`src/rtl/q_stream_rx.sv`:
```
// Consumer of the Q-matrix serial read interface: fetches one 3x3 matrix from the
// Q generator, checks its end-of-stream flag and replays it on a valid/ready stream.
module q_stream_rx #(
    parameter int SIZE      = 16,
    parameter bit TRANSPOSE = 1'b1
) (
    input  logic            clk,
    input  logic            rst_n,
    input  logic            go,
    input  logic            q_done,
    input  logic            q_finish,
    input  logic [SIZE-1:0] q_in,
    output logic            q_read,
    output logic [SIZE-1:0] out_data,
    output logic            out_valid,
    input  logic            out_ready,
    output logic            out_last,
    output logic            busy,
    output logic            err,
    output logic            rx_done
);

    // Stream handshake: an element transfers on every rising edge where
    // out_valid && out_ready; out_data/out_last hold while out_valid && !out_ready.
    localparam logic [1:0] S_IDLE  = 2'd0;
    localparam logic [1:0] S_WAIT  = 2'd1;
    localparam logic [1:0] S_READ  = 2'd2;
    localparam logic [1:0] S_DRAIN = 2'd3;

    logic [1:0]      state;
    logic [3:0]      req_cnt;
    logic [3:0]      wr_idx;
    logic [3:0]      rd_idx;
    logic            rd_pend;
    logic [SIZE-1:0] mem [9];

    logic [3:0]      rd_sel;
    logic            last_cap;
    logic            early_fin;
    logic            out_hs;

    // Output element k of Q^T is Q[k%3][k/3], i.e. the captured column-major order.
    function automatic logic [3:0] map_idx(input logic [3:0] k);
        logic [3:0] m;
        m = 4'd0;
        if (!TRANSPOSE) begin
            m = k;
        end else begin
            case (k)
                4'd0: m = 4'd0;
                4'd1: m = 4'd3;
                4'd2: m = 4'd6;
                4'd3: m = 4'd1;
                4'd4: m = 4'd4;
                4'd5: m = 4'd7;
                4'd6: m = 4'd2;
                4'd7: m = 4'd5;
                4'd8: m = 4'd8;
                default: m = 4'd0;
            endcase
        end
        return m;
    endfunction

    assign rd_sel    = map_idx(rd_idx);
    assign q_read    = (state == S_READ) && (req_cnt < 4'd9);
    assign busy      = (state != S_IDLE);
    assign out_valid = (state == S_DRAIN);
    assign out_last  = out_valid && (rd_idx == 4'd8);
    assign out_data  = out_valid ? mem[rd_sel] : '0;
    assign out_hs    = out_valid && out_ready;
    assign last_cap  = rd_pend && (wr_idx == 4'd8);
    // Finish seen with nothing in flight means the generator ran out before nine elements.
    assign early_fin = q_finish && !rd_pend && (req_cnt < 4'd9);

    always_ff @(posedge clk or negedge rst_n) begin
        if (!rst_n) begin
            state   <= S_IDLE;
            req_cnt <= 4'd0;
            wr_idx  <= 4'd0;
            rd_idx  <= 4'd0;
            rd_pend <= 1'b0;
            err     <= 1'b0;
            rx_done <= 1'b0;
            for (int i = 0; i < 9; i++) begin
                mem[i] <= '0;
            end
        end else begin
            rx_done <= 1'b0;
            rd_pend <= q_read & ~q_finish;
            if (q_read) begin
                req_cnt <= req_cnt + 4'd1;
            end
            if (rd_pend && (wr_idx < 4'd9)) begin
                mem[wr_idx] <= q_in;
                wr_idx      <= wr_idx + 4'd1;
            end
            case (state)
                S_IDLE: begin
                    if (go) begin
                        err   <= 1'b0;
                        state <= S_WAIT;
                    end
                end
                S_WAIT: begin
                    if (q_done) begin
                        state <= S_READ;
                    end
                end
                S_READ: begin
                    if (last_cap) begin
                        if (!q_finish) begin
                            err <= 1'b1;
                        end
                        state <= S_DRAIN;
                    end else if (early_fin) begin
                        err     <= 1'b1;
                        state   <= S_IDLE;
                        req_cnt <= 4'd0;
                        wr_idx  <= 4'd0;
                        rd_pend <= 1'b0;
                    end
                end
                S_DRAIN: begin
                    if (out_hs) begin
                        if (rd_idx == 4'd8) begin
                            state   <= S_IDLE;
                            rx_done <= 1'b1;
                            rd_idx  <= 4'd0;
                            wr_idx  <= 4'd0;
                            req_cnt <= 4'd0;
                            rd_pend <= 1'b0;
                        end else begin
                            rd_idx <= rd_idx + 4'd1;
                        end
                    end
                end
                default: state <= S_IDLE;
            endcase
        end
    end

endmodule

```
`config.mk`:
```
export PLATFORM = sky130hd
export DESIGN_NAME = q_stream_rx
export DESIGN_NICKNAME = d
export VERILOG_FILES = /design/src/rtl/q_stream_rx.sv
export SDC_FILE = /design/constraint.sdc
export NUM_CORES = 1
export LEC_CHECK = 0
export ABC_AREA = 1
export CAP_MARGIN = 20
export CORE_AREA = 5 5 138 140
export CTS_CLUSTER_SIZE = 25
export DETAILED_ROUTE_END_ITERATION = 6
export DIE_AREA = 0 0 143 145
export REMOVE_ABC_BUFFERS = 1
export SLEW_MARGIN = 40
export SYNTH_ARGS = -nofsm -noshare
export SYNTH_HDL_FRONTEND = slang
export SYNTH_SLANG_ARGS = --single-unit
```
`constraint.sdc`:
```
create_clock -name clk -period 3.9 [get_ports clk]
set_clock_uncertainty 0.2 [all_clocks]
set_input_delay 0.39 -clock clk [delete_from_list [all_inputs] [get_ports clk]]
set_output_delay 0.39 -clock clk [all_outputs]
set_load 0.02 [all_outputs]
```
### Yosys cells after proc, flatten, opt, wreduce, memory -nomap -nowiden

Memories as Yosys holds them, arrays and structs flattened.
Index checks and enable logic that the tools add are counted.

* add/subtract/negate cells: 3
* $lt $le $gt $ge: 5
* eq/ne operators: 11
* muxes and demuxes: 40
* bitwise gates (word level): 4
* reductions and logical operators: 15

Operators with widths (number)
* bitwise mux 144 bit: 1
* binary-select mux 16 bit (select 4 bit): 1
* demux 16 bit (select 4 bit): 1
* two-way mux 16 bit: 4
* two-way mux 4 bit: 11
* case mux 4 bit (2 select lines): 2
* adder 4 x 1 -> 4 bit, second input constant: 3
* two-way mux 2 bit: 6
* two-way mux 1 bit: 11
* greater-or-equal comparator 5 bit, second input constant: 2
* inverter 4 -> 5 bit: 2
* == test 4 bit, second input constant: 2
* logical AND 1 bit: 8
* < comparator 4 bit, second input constant: 2
* case mux 2 bit (4 select lines): 1
* inequality test 3 bit, second input constant: 2
* < comparator 5 x 1 -> 1 bit, second input constant: 1
* AND reduction 5 bit: 1
* == test 2 bit, second input constant: 2
* inequality test 2 x 1 -> 1 bit, second input constant: 2
* inequality test 2 bit, second input constant: 2
* case mux 1 bit (2 select lines): 2
* AND reduction 4 bit: 1
* nonzero test 2 bit: 2
* other kinds (6): 6

* flip-flop bits (word level): 161
* ROM bits: 64
* bits of input ports: 22
* output and inout bits: 22
* logic and storage cells: 95
* memories kept: 1

Memory list
* (name not given): words 16, bits a word 4, rd ports 1, clocked after Yosys merged registers in 0, wr ports 0, RTL line 49 `case (k)`

### Depth between registers and ports, before layout

* word-level depth: 6
* depth in mapped cells: 12
* gate-level depth less buffers: 10

### Worst setup path before layout

OpenSTA, ideal clock, no wires.

* kind: reg2out
* start point: register rd_idx[0]
* end point: output out_data[10]
* arrival: 1.977 ns
* required time: 3.310 ns
* setup slack: 1.333 ns
* stages on the path, launching flop included: 12
* path buffers: 2
* path through: dfrtp_1 > inv_2 > clkbuf_1 > ha_1 > nor2_1 > nor2_1 > nand2_1 > inv_2 > clkbuf_1 > nand2_1 > nand3_1 > nand2_1

* longest elaborated chain between the ends: 6

Ends and longest elaborated chain
* start: declaration: RTL line 33 `logic [3:0] rd_idx;`
* start signal: assignment: RTL line 134 `rd_idx <= rd_idx + 4'd1;`
* memory (16 x 4 bit)
* inverter 4 -> 5 bit (implied by the code): RTL line 70 `assign out_data = out_valid ? mem[rd_sel] : '0;`
* binary-select mux 16 bit (select 4 bit): RTL line 70
* two-way mux 16 bit (implied by the code) (2 in series): RTL line 70
* two-way mux 16 bit: RTL line 70
* end: declaration: RTL line 14 `output logic [SIZE-1:0] out_data,`

No other way between the ends. The select of a mux whose other input is x is not followed.

### Final worst setup path

* start point: register rd_idx[1]
* end point: output out_data[9]

The elaborated chain is that of the path after synthesis.

==> flow_summary.html <==
<table>
<tr><th>Metric</th><th>Value</th></tr>
<tr><th colspan="2">Worst setup path</th></tr>
<tr><td>Startpoint of the lowest-slack register-to-register path</td><td>wr_idx[0]</td></tr>
<tr><td>RR Endpoint</td><td>state[1]</td></tr>
<tr><td>Flop-to-flop setup slack</td><td>1.23 ns</td></tr>
<tr><td>Logic depth of the worst register-to-register path</td><td>10</td></tr>
<tr><td>CP max FO</td><td>21</td></tr>
<tr><td>Kind of critical path</td><td>reg2out</td></tr>
<tr><td>Nature of the critical path startpoint</td><td>register</td></tr>
<tr><td>Arr. time, crit path</td><td>3.01 ns</td></tr>
<tr><td>Crit end category</td><td>output port</td></tr>
<tr><td>Worst path required time</td><td>3.31 ns</td></tr>
<tr><th colspan="2">Yosys</th></tr>
<tr><td>Post-Syn Area</td><td>8000 um2</td></tr>
<tr><td>Mean area per synthesized cell</td><td>8.07 um2</td></tr>
<tr><td>Multiplexer area fraction after synthesis</td><td>0%</td></tr>
<tr><td>Synth Area in Adders</td><td>1.56%</td></tr>
<tr><td>Number of flip-flops and latches in the synthesized netlist</td><td>161</td></tr>
<tr><td>Fraction of the mapped netlist area in simple logic gates</td><td>28.9%</td></tr>
<tr><td>Synthesized instance count</td><td>991</td></tr>
<tr><td>Sequential-to-total area share from yosys stat</td><td>50.4%</td></tr>
<tr><td>Syn. warnings</td><td>0</td></tr>
<tr><td>Share of the synthesized netlist area taken by xor and xnor gates</td><td>0%</td></tr>
<tr><td>Compound-gate portion of the synthesized area</td><td>11.7%</td></tr>
<tr><td>Cell variety after synth</td><td>28</td></tr>
<tr><td>Largest family of logic cells by synthesized area</td><td>simple AND/OR/NAND/NOR gates</td></tr>
<tr><th colspan="2">Placed design</th></tr>
<tr><td>Number of I/O port buffers</td><td>43</td></tr>
<tr><td>Weighted congestion at the end of routability-driven global placement</td><td>0.787</td></tr>
<tr><td>Placed cells</td><td>1224</td></tr>
<tr><td>Post-DP HPWL</td><td>11700 um</td></tr>
<tr><td>Placed Instance Area</td><td>8560 um2</td></tr>
<tr><th colspan="2">Power and ir drop</th></tr>
<tr><td>Switching power</td><td>0.00325 W</td></tr>
<tr><td>Total power</td><td>0.00807 W</td></tr>
<tr><td>Worst vdd ir</td><td>0.000567 V</td></tr>
<tr><td>Comb pwr share</td><td>41.9%</td></tr>
<tr><td>Power per standard cell area</td><td>875 nW/um2</td></tr>
<tr><td>Leakage dissipation</td><td>4.73 nW</td></tr>
<tr><td>Switching portion of total power</td><td>40.2%</td></tr>
<tr><td>Internal power of the cells</td><td>0.00482 W</td></tr>
<tr><td>Share of power burned in registers</td><td>35.2%</td></tr>
<tr><td>Portion of total power attributed to the clock network</td><td>22.9%</td></tr>
<tr><th colspan="2">Global route</th></tr>
<tr><td>GRT Util Overall</td><td>20.0%</td></tr>
<tr><td>Wire length of the first global-routing pass</td><td>32900 um</td></tr>
<tr><td>Via count of the first global-routing pass</td><td>6114</td></tr>
<tr><td>Overflow after GRT</td><td>0</td></tr>
<tr><td>Number of antenna violations at the first check in global routing</td><td>0</td></tr>
<tr><td>Pin count of the biggest net entering global routing</td><td>89</td></tr>
<tr><th colspan="2">Floorplanning</th></tr>
<tr><td>Starting Density</td><td>45.1%</td></tr>
<tr><td>Core region area</td><td>17700 um2</td></tr>
<tr><td>Number of ports placed on the die boundary</td><td>44</td></tr>
<tr><td>Die Footprint</td><td>20700 um2</td></tr>
<tr><td>FP Rows</td><td>49</td></tr>
<tr><td>Die Ht</td><td>145 um</td></tr>
<tr><td>Die outline width</td><td>143 um</td></tr>
<tr><th colspan="2">STA</th></tr>
<tr><td>Final hold viol count</td><td>0</td></tr>
<tr><td>Slew at the pin with the worst max-slew slack</td><td>0.793 ns</td></tr>
<tr><td>Final critical path time including I/O delays and setup</td><td>3.60 ns</td></tr>
<tr><td>Setup repair after global routing missed its margin</td><td>false</td></tr>
<tr><td>Final period util</td><td>92.2%</td></tr>
<tr><td>Setup-violating endpoint count in the final report</td><td>0</td></tr>
<tr><td>Worst-case headroom to the max-slew limit</td><td>47.1%</td></tr>
<tr><td>Highest attainable clock frequency</td><td>278 MHz</td></tr>
<tr><td>Max Transition Viols Final</td><td>0</td></tr>
<tr><th colspan="2">Finish</th></tr>
<tr><td>Post-route insts no fill</td><td>1257</td></tr>
<tr><td>Most common cell after layout, fill and taps aside</td><td>sky130_fd_sc_hd__nand2_1</td></tr>
<tr><td>Area growth from synthesis to layout</td><td>15.4%</td></tr>
<tr><td>Highest-count cells in the layout ignoring fill and taps</td><td>337 x sky130_fd_sc_hd__nand2_1, 160 x sky130_fd_sc_hd__dfrtp_1, 154 x sky130_fd_sc_hd__nand3_1, 67 x sky130_fd_sc_hd__inv_1, 67 x sky130_fd_sc_hd__o21ai_0</td></tr>
<tr><td>Count of nets after finishing</td><td>1047</td></tr>
<tr><td>Fraction of the core area covered by cells at the end of the flow</td><td>52.1%</td></tr>
<tr><td># diodes</td><td>0</td></tr>
<tr><td>Fraction of final layout cells sized beyond drive strength 1</td><td>10.4%</td></tr>
<tr><td>Count of fill cells added during filler insertion</td><td>1751</td></tr>
<tr><td>Final design instance area without fill</td><td>9230 um2</td></tr>
<tr><th colspan="2">Drt</th></tr>
<tr><td>Post-detailed-route via-to-cell ratio</td><td>5.18</td></tr>
<tr><td>Vias after detailed routing</td><td>6517</td></tr>
<tr><td>Detailed-route wire length per cell</td><td>15.8 um</td></tr>
<tr><td>Detailed-routing iteration count for the pre-antenna-repair pass</td><td>5</td></tr>
<tr><td>Detailed router's first-iteration violation count</td><td>396</td></tr>
<tr><td>Number of nets with antenna violations after detailed routing</td><td>0</td></tr>
<tr><td>DRC errors left</td><td>0</td></tr>
<tr><td>Wire length after detailed routing</td><td>19900 um</td></tr>
<tr><th colspan="2">Clock tree</th></tr>
<tr><td>Number of gates resized after cts</td><td>0</td></tr>
<tr><td>Maximum count of clock buffers along a single path</td><td>2</td></tr>
<tr><td>TritonCTS Buffers</td><td>17</td></tr>
<tr><td>Clock tree from TritonCTS</td><td>done</td></tr>
<tr><td>Post-CTS setup-driven buffer insertion count</td><td>0</td></tr>
<tr><td>Clock transition time at the flip-flop clock pins of the worst setup and hold paths</td><td>0.06 ns</td></tr>
<tr><td>CTS sink count</td><td>161</td></tr>
<tr><td>Later-pin clock latency in the skew report</td><td>0.42 ns</td></tr>
<tr><td>Root buffer cell</td><td>sky130_fd_sc_hd__clkbuf_16</td></tr>
<tr><td>CTS H-tree lvls</td><td>4</td></tr>
<tr><th colspan="2">Status</th></tr>
<tr><td>Status</td><td>finished, final reports clean</td></tr>
<tr><th colspan="2">Min path</th></tr>
<tr><td>Hold EP</td><td>err</td></tr>
<tr><td>Type of the worst min-delay path</td><td>reg2reg</td></tr>
<tr><td>Worst Hold Launch</td><td>err</td></tr>
<tr><td>Cell count of the worst hold path</td><td>2</td></tr>
<tr><th colspan="2">Run</th></tr>
<tr><td>Maximum capacitance violations</td><td>0</td></tr>
</table>
-- what timing repair did --
action / 4_1_cts / 5_1_grt
endpoints found under the setup margin: 0 / 0
hold buffers: 1 / 0
endpoints found under the hold margin: 73 / 0
-- worst max path at each step --
stage / end / startpoint / depth (start not counted) / slack (ns)
5_1_grt: out_data[9] / rd_idx[1] / 11 / 0.15
2_1_floorplan: out_data[0] / rd_idx[0] / 10 / -1.34
6_report: out_data[9] / rd_idx[1] / 11 / 0.30
3_3_place_gp: out_data[9] / rd_idx[1] / 11 / 0.74
4_1_cts: out_data[9] / rd_idx[1] / 11 / 0.28
3_5_place_dp: out_data[9] / rd_idx[1] / 11 / 0.77
-- power by group through the flow --
stage | combinational (W) | clock (W) | sequential, W
floorplan | 0.00229 | 0 | 0.00284
global placement | 0.00336 | 0 | 0.00285
detailed placement | 0.00340 | 0 | 0.00286
CTS | 0.00341 | 0.00188 | 0.00284
global route | 0.00385 | 0.00194 | 0.00293
finish | 0.00338 | 0.00185 | 0.00284
-- per-layer routing --
metal | vias to the layer above | routed length [um] | track usage, % | part of all wire [%]
li1 | 3266 | - | - | -
met1 | 3114 | 9450 | 28.5 | 48
met2 | 122 | 9510 | 31.7 | 48
met3 | 15 | 751 | 4.01 | 3.8
met4 | 0 | 173 | 4.28 | 0.87
met5 | - | 0 | 0 | 0
-- flip-flops by register name, indices dropped and copies added (netlist names) --
name and cells:
mem 144, rx_done 1, err 1, rd_pend 1, state 2, req_cnt 4, wr_idx 4, rd_idx 4
-- logic make-up after synthesis --
kind of cell               count (synthesis)
adders and majority gates                 10
buffers and inverters                    130
and+or+nand+nor                          533
DFF                                      161
AOI/OAI and AO/OA                        157
-- metrics by stage --
stage	hold slack, ns	setup TNS (ns)	setup WS, ns
6_report	0.277	0	0.302
3_3_place_gp	0.265	0	0.744
4_1_cts	0.283	0	0.282
3_5_place_dp	0.268	0	0.765
2_1_floorplan	-0.106	-21.42	-1.34
5_1_grt	0.293	0	0.154
-- cells in the mapped netlist --
cell type / number / area, um2
sky130_fd_sc_hd__nand2_1: 337 / 1260
sky130_fd_sc_hd__dfrtp_1: 161 / 4030
sky130_fd_sc_hd__nand3_1: 154 / 771
sky130_fd_sc_hd__inv_1: 67 / 251
sky130_fd_sc_hd__o21ai_0: 67 / 335
sky130_fd_sc_hd__o21ai_1: 47 / 235
sky130_fd_sc_hd__o21ai_2: 34 / 298
sky130_fd_sc_hd__buf_2: 26 / 130
sky130_fd_sc_hd__nor2_1: 19 / 71.3
sky130_fd_sc_hd__clkbuf_1: 18 / 67.6
sky130_fd_sc_hd__buf_6: 10 / 113
sky130_fd_sc_hd__ha_1: 10 / 125
sky130_fd_sc_hd__nand4_1: 7 / 43.8
sky130_fd_sc_hd__inv_2: 6 / 22.5
sky130_fd_sc_hd__a21oi_1: 5 / 25.0
sky130_fd_sc_hd__nand2_2: 3 / 18.8
sky130_fd_sc_hd__nand3_4: 3 / 52.6
sky130_fd_sc_hd__nor2_2: 3 / 18.8
sky130_fd_sc_hd__buf_1: 2 / 7.51
sky130_fd_sc_hd__nand3_2: 2 / 20.0
sky130_fd_sc_hd__nor3_1: 2 / 10.0
sky130_fd_sc_hd__o22ai_1: 2 / 12.5
sky130_fd_sc_hd__a31oi_2: 1 / 12.5
sky130_fd_sc_hd__clkbuf_2: 1 / 5.00
sky130_fd_sc_hd__nand3b_1: 1 / 7.51
sky130_fd_sc_hd__nand4_4: 1 / 21.3
sky130_fd_sc_hd__nor2_4: 1 / 11.3
sky130_fd_sc_hd__o21ai_4: 1 / 16.3
-- worst max-delay path: stages (launching register included) --
cell	delay (ns)
sky130_fd_sc_hd__dfrtp_1	0.45
sky130_fd_sc_hd__inv_1	0.09
sky130_fd_sc_hd__ha_1	0.27
sky130_fd_sc_hd__inv_1	0.09
sky130_fd_sc_hd__nor2_2	0.04
sky130_fd_sc_hd__inv_1	0.44
sky130_fd_sc_hd__buf_12	0.26
sky130_fd_sc_hd__nand3_1	0.11
sky130_fd_sc_hd__nand3_1	0.08
sky130_fd_sc_hd__nand3_1	0.07
sky130_fd_sc_hd__nand2_1	0.08
sky130_fd_sc_hd__clkdlybuf4s50_1	0.60
-- layout make-up --
class / instances / area [um2] / share of cell area (%)
tap: 229 / 287 / 3.11
clock buffer: 24 / 512 / 5.55
timing repair buffer: 62 / 602 / 6.52
clock inverter: 8 / 148 / 1.60
inverter: 73 / 274 / 2.97
sequential: 161 / 4030 / 43.7
multi-input combinational: 700 / 3370 / 36.6
No activity file was read; power rests on OpenSTA's default activity.
